## src/rtl/wb_pkg.sv

```systemverilog
// wb_pkg: shared write-buffer types, widths and the parity helper used by both
// the write buffer and its drain port.
package wb_pkg;
    localparam int WB_DW = 32;

    typedef enum logic [1:0] {
        IDLE    = 2'd0,
        ACK     = 2'd1,
        HOLD    = 2'd2,
        PRESENT = 2'd3
    } drain_state_t;

    function automatic logic calc_parity(input logic [WB_DW-1:0] data);
        return ^data;
    endfunction
endpackage

```

## src/rtl/wb_drain_countdown.sv

```systemverilog
// wb_drain_countdown: loadable down-counter timing the device-busy hold of one word.
module wb_drain_countdown #(
    parameter int W = 8
) (
    input  logic         clk,
    input  logic         HRESETn,
    input  logic         load_i,
    input  logic [W-1:0] load_val_i,
    input  logic         dec_i,
    output logic         is_one_o
);
    logic [W-1:0] cnt_q, cnt_d;

    always_comb cnt_d = load_i ? load_val_i : dec_i ? cnt_q - W'(1) : cnt_q;

    always_ff @(posedge clk or negedge HRESETn)
        if (!HRESETn) cnt_q <= '0;
        else          cnt_q <= cnt_d;

    assign is_one_o = cnt_q == W'(1);
endmodule

```

## src/rtl/wb_drain_port.sv

```systemverilog
// wb_drain_port: drains the write-buffer FIFO one word per YREQ/YACK handshake,
// holds it for busy_cycles, then offers it on valid/ready. Parity checking is
// built only when WB_DRAIN_PARITY_CHECK_EN is defined.
module wb_drain_port
    import wb_pkg::*;
#(
    parameter int DW     = WB_DW,
    parameter int BUSY_W = 8,
    parameter int CNT_W  = 16
) (
    input  logic              clk,
    input  logic              HRESETn,
    input  logic              YREQ,
    input  logic [DW-1:0]     YDATA,
    input  logic              YPARITY,
    input  logic              PARTYSEL,
    output logic              YACK,
    input  logic [BUSY_W-1:0] busy_cycles,
    output logic [DW-1:0]     dout,
    output logic              dout_valid,
    input  logic              dout_ready,
    output logic              parity_err,
    input  logic              err_clr,
    output logic [CNT_W-1:0]  err_count,
    output logic [CNT_W-1:0]  word_count,
    output logic              busy
);
    drain_state_t state_q;
    logic         hold_done;

    wb_drain_countdown #(.W(BUSY_W)) u_cnt (
        .clk       (clk),
        .HRESETn   (HRESETn),
        .load_i    (state_q == ACK),
        .load_val_i(busy_cycles),
        .dec_i     (state_q == HOLD),
        .is_one_o  (hold_done)
    );

    // Outputs are registered alongside the state so nothing is combinational from YREQ.
    always_ff @(posedge clk or negedge HRESETn) begin
        if (!HRESETn) begin
            state_q    <= IDLE;
            YACK       <= 1'b0;
            dout       <= '0;
            dout_valid <= 1'b0;
            word_count <= '0;
            busy       <= 1'b0;
        end else begin
            case (state_q)
                IDLE: if (YREQ) begin
                    state_q    <= ACK;
                    YACK       <= 1'b1;
                    dout       <= YDATA;
                    word_count <= word_count + CNT_W'(1);
                    busy       <= 1'b1;
                end
                ACK: begin
                    YACK <= 1'b0;
                    if (busy_cycles != '0) state_q <= HOLD;
                    else begin
                        state_q    <= PRESENT;
                        dout_valid <= 1'b1;
                    end
                end
                HOLD: if (hold_done) begin
                    state_q    <= PRESENT;
                    dout_valid <= 1'b1;
                end
                PRESENT: if (dout_ready) begin
                    state_q    <= IDLE;
                    dout_valid <= 1'b0;
                    busy       <= 1'b0;
                end
                default: state_q <= IDLE;
            endcase
        end
    end

`ifdef WB_DRAIN_PARITY_CHECK_EN
    logic mismatch;

    assign mismatch = (state_q == IDLE) && YREQ && PARTYSEL && (YPARITY != calc_parity(YDATA));

    // Clear takes priority over a mismatch landing on the same edge.
    always_ff @(posedge clk or negedge HRESETn) begin
        if (!HRESETn) begin
            parity_err <= 1'b0;
            err_count  <= '0;
        end else if (err_clr) begin
            parity_err <= 1'b0;
            err_count  <= '0;
        end else if (mismatch) begin
            parity_err <= 1'b1;
            if (err_count != '1) err_count <= err_count + CNT_W'(1);
        end
    end
`else
    logic unused_parity;

    assign unused_parity = ^{YPARITY, PARTYSEL, err_clr};
    assign parity_err    = 1'b0;
    assign err_count     = '0;
`endif
endmodule

```

## config.mk

```make
export PLATFORM = sky130hd
export DESIGN_NAME = wb_drain_port
export DESIGN_NICKNAME = d
export VERILOG_FILES = /design/src/rtl/wb_pkg.sv /design/src/rtl/wb_drain_countdown.sv /design/src/rtl/wb_drain_port.sv
export SDC_FILE = /design/constraint.sdc
export NUM_CORES = 1
export LEC_CHECK = 0
export ABC_AREA = 0
export BUFFER_PORTS_ARGS = -buffer_cell sky130_fd_sc_hd__buf_2
export CAP_MARGIN = 20
export CORE_MARGIN = 1.5
export CORE_UTILIZATION = 44
export CTS_CLUSTER_DIAMETER = 150
export DETAILED_ROUTE_END_ITERATION = 16
export PLACE_DENSITY_LB_ADDON = 0.2
export SYNTH_ARGS = -nofsm -noshare
export SYNTH_HDL_FRONTEND = slang
export SYNTH_SLANG_ARGS = --single-unit
export TNS_END_PERCENT = 100
```

## constraint.sdc

```tcl
create_clock -name clk -period 2.2 [get_ports clk]
set_clock_uncertainty 0.2 [all_clocks]
set_input_delay 0.33 -clock clk [delete_from_list [all_inputs] [get_ports clk]]
set_output_delay 0.33 -clock clk [all_outputs]
set_load 0.05 [all_outputs]
```

# Word-level counts from Yosys, hierarchy flattened
# Cells that the tools add are included.
totals:
  register_bits: 61
  wordCells: 42
  inputBits: 47
  out_inout_bits: 68
op_classes:
  n_addsub: 2
  eq_ne: 8
  reduce_logical: 11
  mux: 14
op_table:
  columns: ["cell", "count"]
  rows:
  - ["adder 16 x 1 -> 16 bit, second input constant", 1]
  - ["2-to-1 mux 8 bit", 2]
  - ["== test 8 x 1 -> 1 bit, second input constant", 1]
  - ["!= test 2 bit, second input constant", 4]
  - ["case mux 2 bit (4 select lines)", 1]
  - ["nonzero test 8 bit", 1]
  - ["subtractor 8 x 1 -> 8 bit, second input constant", 1]
  - ["2-to-1 mux 2 bit", 3]
  - ["AND reduction 3 bit", 2]
  - ["nonzero test 2 bit", 3]
  - ["2-to-1 mux 1 bit", 5]
  - ["== test 2 bit, second input constant", 2]
  - ["case mux 1 bit (2 select lines)", 2]
  - ["AND reduction 2 bit", 2]
  - ["AND reduction 4 bit", 1]
  - ["case mux 1 bit (3 select lines)", 1]
  - ["nonzero test 3 bit", 1]
  - ["== test 2 x 1 -> 1 bit, second input constant", 1]
  - ["logical NOT 2 bit", 1]

# Logic depth before layout (Yosys ltp)
# Gate-level depths: netlist of the first run.
logic_depth:
  word_depth: 3
  ltp_mapped: 7
  ltp_nobuf: 6

# Hierarchy
# A second synthesis of the first run with hierarchy kept.
unflattened:
  hier_cells: 228
  area_unflattened_um2: 2817.7
modules_own_cells:
  columns: ["module", "cells_each", "area_per_inst_um2", "seq_area_each_um2", "n_inst"]
  rows:
  - ["wb_drain_port", 178, 2357.3, 1326.3, 1]
  - ["wb_drain_countdown", 50, 460.4, 200.2, 1]

# Worst setup path before layout of the first run
# Ideal clock, no wire load.
synth_path:
  path_kind: "register to register"
  from: "reg state_q[1]"
  to: "reg dout_valid"
  setup_time_ns: 0.122
  required_time_ns: 1.878
  stages_incl_launch_ff: 8
  period_less_slack_ns: 2.123
  arrival_ns: 1.802
  path_buffers: 1
  path_slack_ns: 0.077
  path_cell_list: "dfrtp_1 inv_1 ha_1 clkbuf_1 clkinv_1 nor4_1 o211ai_1 a32o_1"
synth_via:
  elab_chain_len: 3
  word_cells_on_any_way: 9
  classes_between: "eq/ne (6); mux (1); reduce/logical (2)"
synth_rtl:
  columns: ["element", "line", "source"]
  rows:
  - ["start, declared", "wb_drain_port.sv:28", "drain_state_t state_q;"]
  - ["start signal, assigned", "wb_drain_port.sv:43", "state_q <= IDLE;"]
  - ["start signal, assigned", "wb_drain_port.sv:52", "state_q <= ACK;"]
  - ["start signal, assigned", "wb_drain_port.sv:60", "if (busy_cycles != '0) state_q <= HOLD;"]
  - ["== test 2 x 1 -> 1 bit / == test 2 bit (equally long branches)", "wb_drain_port.sv:50", "case (state_q)"]
  - ["!= test 2 bit (no source line) / nonzero test 3 bit (equally long branches)", null, null]
  - ["AND reduction 4 bit (no source line)", null, null]
  - ["end signal, assigned", "wb_drain_port.sv:46", "dout_valid <= 1'b0;"]
  - ["end signal, assigned", "wb_drain_port.sv:63", "dout_valid <= 1'b1;"]
  - ["end signal, assigned", "wb_drain_port.sv:68", "dout_valid <= 1'b1;"]
  - ["end, declared", "wb_drain_port.sv:20", "output logic dout_valid,"]
# Several ways; a longest one is shown, not always the timed one.
# A chain may end at the register's enable or synchronous reset.

# Final worst setup path of the first run
layout_path:
  from: "reg u_cnt.cnt_q[1]"
  to: "reg state_q[1]"
layout_via:
  elab_chain_len: 3
layout_rtl:
  columns: ["element", "line", "source"]
  rows:
  - ["start, declared", "wb_drain_countdown.sv:12", "logic [W-1:0] cnt_q, cnt_d;"]
  - ["start signal, assigned", "wb_drain_countdown.sv:18", "else cnt_q <= cnt_d;"]
  - ["== test 8 x 1 -> 1 bit", "wb_drain_countdown.sv:20", "assign is_one_o = cnt_q == W'(1);"]
  - ["!= test 2 bit (no source line)", null, null]
  - ["AND reduction 3 bit (no source line)", null, null]
# No other way between the ends.

==> out/qor.yml, run 1 <==
synthesis:
  ys_warn_count: 0
  yosysUniqueCellTypes: 39
  syn_avg_cell_area_um2: 12.0
  synth_seq_area_share_pct: 53.2
  synth_area_leaders: "dfrtp_1 53%, mux2_2 13%, buf_4 4.4%, xnor2_1 4.0%, ha_1 3.5%"
  synth_xor_xnor_area_share_pct: 4.58
  synth_area_um2: 2870
  yosys.area.top_type: "dfrtp_1"
  synth-edff-count: 0
  synth_fa_ha_area_share_pct: 3.49
  synth_cells: 240
  synth-async-reset-ratio_pct: 100
  synth_top_area_share_pct: 53.2
  synthSimpleGateAreaFrac_pct: 9.59
  synth_compound_area_share_pct: 6.41
  muxShareOfSynthArea_pct: 16.0
  dominantRegCellSynth: "dfrtp_1"
  synth_top_family_by_area: "multiplexers"
  ys_ff_latch: 61
clocking:
  htreeDepth: 3
  cts_root_buffer: "clkbuf_8"
  path_clk_slew_ns: 0.06
  clockBufferDepth: 2
  tritoncts: "yes"
  cts_sinks: 61
  clk_latency_ns: 0.32
  numCtsBuffers: 9
hold_path:
  min_delay_path_depth: 2
  hp-class: "in2reg"
  min_from: "YDATA[4]"
  min_to: "dout[4]"
die:
  start_util_pct: 45.5
  chipHeight_um: 83.8
  fp.dieW_um: 83.8
  die_area_um2: 7020
  fp-row-count: 29
  design.portCount: 115
  core_um2: 6310
layout:
  area_delta_synth_final_pct: 26.3
  multi_input_area_um2: 1210
  fillers: 554
  nets: 404
  register_area_um2: 1530
  layout-drive-gt1-share_pct: 45.2
  n_antenna_cell: 0
  stdcell_count: 429
  final_cell_area_um2: 3630
place:
  dp_hpwl_mm: 4.06
  placed_cell_area_um2: 3440
  place.gp.congestion: 0.875
  io_buffers: 94
  placed_cells: 412
critical_path:
  path_class: "reg2reg"
  crit_required_ns: 2.21
  r2r_cells: 6
  start_kind: "flop"
  crit_fanout: 4
  r2r_end: "state_q[1]"
  r2r_start: "u_cnt.cnt_q[1]"
  arrival_ns: 2.21
  reg2reg_setup_slack_ns: 0.0001
  cp-end-kind: "flop"
detailed_routing:
  ant_nets: 0
  routed_wl_mm: 5.64
  drc: 0
  vias: 2094
  drt-initial-drc-count: 82
  via_per_inst: 4.88
  routedWlPerCell_um: 13.1
  maxUsedRoutingLayer: "met4"
  first_pass_iters: 6
  wl_met2_mm: 2.63
  drt-met1-wl_mm: 2.53
  wl_met3_um: 405
timing:
  min_period_over_period_pct: 100
  min_period_ns: 2.20
  setup_viol: 0
  slew_viol_final: 0
  hold_viol: 0
  rsz0062_at_grt: "true"
  timing.fmax_mhz: 455
grt:
  antenna_found_initial: 0
  grt_start_max_net_pins: 62
  grt_pass1_wl_mm: 9.62
  grt.total_usage_pct: 17.2
  grt_pass1_vias: 2110
  grt_overflow: 0
run:
  maxCapViolCount: 0
power_and_ir_drop:
  totalPowerFinal_mw: 6.10
  cellPowerDensity_nw_per_um2: 1680
  leakagePower_nw: 1.81
  ir_drop_mv: 0.952
run_status:
  status: "finished clean"
where the power goes:
| group | switching [mW] | total [mW] | internal (mW) |
|---|---|---|---|
| sequential | 0.294 | 1.89 | 1.59 |
| clock | 0.392 | 0.846 | 0.454 |
| combinational | 2.25 | 3.37 | 1.12 |
cells in the mapped netlist (all sizes together), types with 2 or more instances:
master / instances
xnor2: 13
nand2: 15
clkbuf: 5
nand4: 2
buf: 20
nand2b: 2
o22ai: 6
inv: 7
nor2: 11
nor4: 2
mux2: 35
mux2i: 6
o21ai: 6
dfrtp: 61
xor2: 2
nand3: 14
a21oi: 6
ha: 8
or3: 2
worst max-delay path, cell delays in order, from the launching register on:
cell and delay [ns]:
dfrtp_1 0.38, inv_2 0.07, ha_1 0.12, or4b_4 0.47, o41ai_4 0.40, nand3_2 0.14, mux2_4 0.30
worst max-delay path by stage:
stage               cells after the start           start    endpoint  slack (ns)
floorplan                               7      state_q[1]  dout_valid        0.08
global placement                        6  u_cnt.cnt_q[1]  state_q[1]        0.08
detailed placement                      6  u_cnt.cnt_q[1]  state_q[1]        0.05
CTS                                     6  u_cnt.cnt_q[1]  state_q[1]        0.04
global route                            6  u_cnt.cnt_q[1]  state_q[1]       -0.06
finish                                  6  u_cnt.cnt_q[1]  state_q[1]      0.0001
routing by layer:
| layer | up-vias | global-route usage [%] |
|---|---|---|
| met1 | 986 | 22.4 |
| met3 | 4 | 3.86 |
| met2 | 92 | 27.2 |
| met4 | 0 | 8.35 |
| met5 | - | 0 |
| li1 | 1012 | - |
stage by stage:
step	setup TNS (ns)	hold WS, ns	setup slack (ns)	utilization, %
finish	0	0.0319	0.0000964	57.4
global route	-0.0605	0.0228	-0.0605	57.4
CTS	0	0.0133	0.0382	57.2
detailed placement	0	0.167	0.0528	54.4
global placement	0	0.167	0.0806	54.4
floorplan	0	-0.166	0.0767	-
registers in the layout, indices dropped and copies added (netlist names):
register and cells:
dout 32, word_count 16, u_cnt.cnt_q 8, state_q 2, YACK 1, busy 1, dout_valid 1
layout make-up:
type                    count  share of cell area [%]
inverters                   8                   0.828
well taps                  77                    2.66
clock buffers              12                    4.28
clock inverters             2                   0.276
multi-input cells         162                    33.4
flip-flops and latches     61                    42.1
repair buffers            107                    16.4
cells in the final DEF (no fill, tap or decap), drive strengths merged, types with 3 or more instances in the layout:
master	instances
clkbuf	12
inv	7
conb	17
nand2	15
mux2	35
buf	106
mux2i	6
a21oi	6
nand3	14
ha	8
o22ai	6
clkinv	3
nor2	11
xnor2	13
dfrtp	61
o21ai	6
cells by family after synthesis:
| kind of cell | Yosys count |
|---|---|
| AOI/OAI and AO/OA | 26 |
| DFF | 61 |
| muxes | 41 |
| adders and majority gates | 8 |
| xor gates and xnor gates | 15 |
| other | 1 |
| buffers and inverters | 33 |
| and+or+nand+nor | 55 |
repair_timing:
item / 4_1_cts / 5_1_grt
gates resized for setup: 0 / 1
setup buffers: 0 / 2
hold buffers: 1 / 0
endpoints found under the hold margin: 61 / 0
endpoints found under the setup margin: 0 / 1
Note: power is estimated with default switching activity, not from simulation.
==> inputs of run 2 (changes only) <==
--- a/config.mk
+++ b/config.mk
@@ -5,11 +5,11 @@
 export SDC_FILE = /design/constraint.sdc
 export NUM_CORES = 1
 export LEC_CHECK = 0
-export ABC_AREA = 0
 export BUFFER_PORTS_ARGS = -buffer_cell sky130_fd_sc_hd__buf_2
 export CAP_MARGIN = 20
 export CORE_MARGIN = 1.5
-export CORE_UTILIZATION = 44
+export CORE_UTILIZATION = 45
+export CTS_BUF_LIST = sky130_fd_sc_hd__clkbuf_8
 export CTS_CLUSTER_DIAMETER = 150
 export DETAILED_ROUTE_END_ITERATION = 16
 export PLACE_DENSITY_LB_ADDON = 0.2
==> out/qor.yml, run 2 (synthesis results as in run 1) <==
critical_path:
  cp-end-kind: "flop"
  crit_fanout: 3
  arrival_ns: 2.24
  crit_required_ns: 2.21
  path_class: "reg2reg"
  start_kind: "flop"
clocking:
  cts_sinks: 61
  path_clk_slew_ns: 0.07
  htreeDepth: 3
  numCtsBuffers: 9
  cts_root_buffer: "clkbuf_8"
  clockBufferDepth: 2
  tritoncts: "yes"
  clk_latency_ns: 0.32
grt:
  grt_pass1_vias: 2020
  grt_pass1_wl_mm: 9.50
  grt_start_max_net_pins: 62
  grt_overflow: 0
  grt.total_usage_pct: 17.0
  antenna_found_initial: 0
die:
  core_um2: 6030
  start_util_pct: 47.6
  fp.dieW_um: 82.9
  chipHeight_um: 82.9
  fp-row-count: 28
  design.portCount: 115
  die_area_um2: 6870
layout:
  stdcell_count: 430
  post-route-util_pct: 61.0
  final_cell_mix: "94 x buf_2, 61 x dfrtp_1, 34 x mux2_2"
  nets: 405
  fillers: 514
  n_antenna_cell: 0
  area_delta_synth_final_pct: 28.1
  layout_commonest_cell: "buf_2"
  layout-drive-gt1-share_pct: 45.6
  largest_reg_flops: 32
  reg_top3: "dout (32), word_count (16), u_cnt.cnt_q (8)"
  regMostFlops: "dout"
power_and_ir_drop:
  leakagePower_nw: 1.83
  ir_drop_mv: 0.933
  cellPowerDensity_nw_per_um2: 1720
hold_path:
  hp-class: "in2reg"
run:
  maxCapViolCount: 0
timing:
  setup_ws_ns: -0.0281
  timing.fmax_mhz: 449
  setup_viol: 2
  min_period_over_period_pct: 101
  slew_headroom_pct: 64.0
  rsz0062_at_grt: "true"
  min_period_ns: 2.23
  hold_slack_ns: 0.0306
  hold_viol: 0
  slew_viol_final: 0
  worst_pin_slew_ns: 0.537
detailed_routing:
  via_per_inst: 4.93
  drc: 0
  wl_met2_mm: 2.63
  wl_met3_um: 341
  ant_nets: 0
  vias: 2118
  routed_wl_mm: 5.60
  routedWlPerCell_um: 13.0
  drt-initial-drc-count: 49
  drt-met1-wl_mm: 2.54
  maxUsedRoutingLayer: "met4"
  first_pass_iters: 4
run_status:
  violations: "setup timing"
  status: "complete, but fails checks"
place:
  io_buffers: 94
  place.gp.congestion: 0.849
  dp_slack_ns: 0.0301
  dp_hpwl_mm: 3.92
  placed_cells: 409
run 2: cell types whose count changed in the layout (fill, tap and decap cells not counted), sizes merged:
cell,change
bufinv,+1
buf,+1
clkinv,-1
clkinvlp,+1
inv,+1
run 2: stage by stage:
| stage | power, mW | TNS, ns | cell area, um^2 |
|---|---|---|---|
| finish | 6.32 | -0.0313 | 3680 |
| global route | 6.70 | -0.157 | 3680 |
| CTS | 6.31 | 0 | 3650 |
| detailed placement | 5.26 | 0 | 3430 |
| global placement | 5.19 | 0 | 3430 |
| floorplan | 4.47 | 0 | 2930 |
run 2: critical path: stages, from the launching register on:
cell,delay [ns]
dfrtp_1,0.40
inv_2,0.08
ha_1,0.13
or4b_4,0.46
o41ai_4,0.38
nand3_2,0.15
mux2_4,0.31
run 2: timing repair:
action | in CTS | in global routing
endpoints found under the hold margin | 61 | 0
setup buffers | 0 | 4
gates resized for setup | 0 | 1
endpoints found under the setup margin | 0 | 2
hold buffers | 1 | 0
run 2: power by group:
part / internal, mW / total, mW / leakage (nW) / switching (mW)
clock network: 0.610 / 1.03 / 0.110 / 0.421
registers: 1.59 / 1.88 / 0.748 / 0.287
logic: 1.13 / 3.41 / 0.975 / 2.27
total: 3.34 / 6.32 / 1.83 / 2.98
run 2: final timing paths:
kind | start | endpoint | slack (ns) | depth (start not counted)
max in group asynchronous | HRESETn | dout_valid | 1.17 | 3
min in group asynchronous | HRESETn | u_cnt.cnt_q[3] | 0.33 | 3
min | YDATA[27] | dout[27] | 0.03 | 2
min reg2reg | word_count[15] | word_count[15] | 0.28 | 1
max reg2reg | u_cnt.cnt_q[1] | state_q[1] | -0.03 | 6
max | u_cnt.cnt_q[1] | state_q[1] | -0.03 | 6
run 2: final cells by class:
type                            instances  area, um^2  area share [%]
Sequential cell                        61        1530            41.5
Multi-Input combinational cell        162        1210            33.0
Timing Repair Buffer                  108         603            16.4
Clock buffer                           12         165            4.49
Tap cell                               75        93.8            2.55
Clock inverter                          4        46.3            1.26
Inverter                                8        30.0           0.817
run 2: metal layers:
layer,GRT usage [%],up-vias
li1,-,1017
met1,22.1,1020
met2,26.9,73
met3,4.37,8
met4,7.27,0
met5,0,-
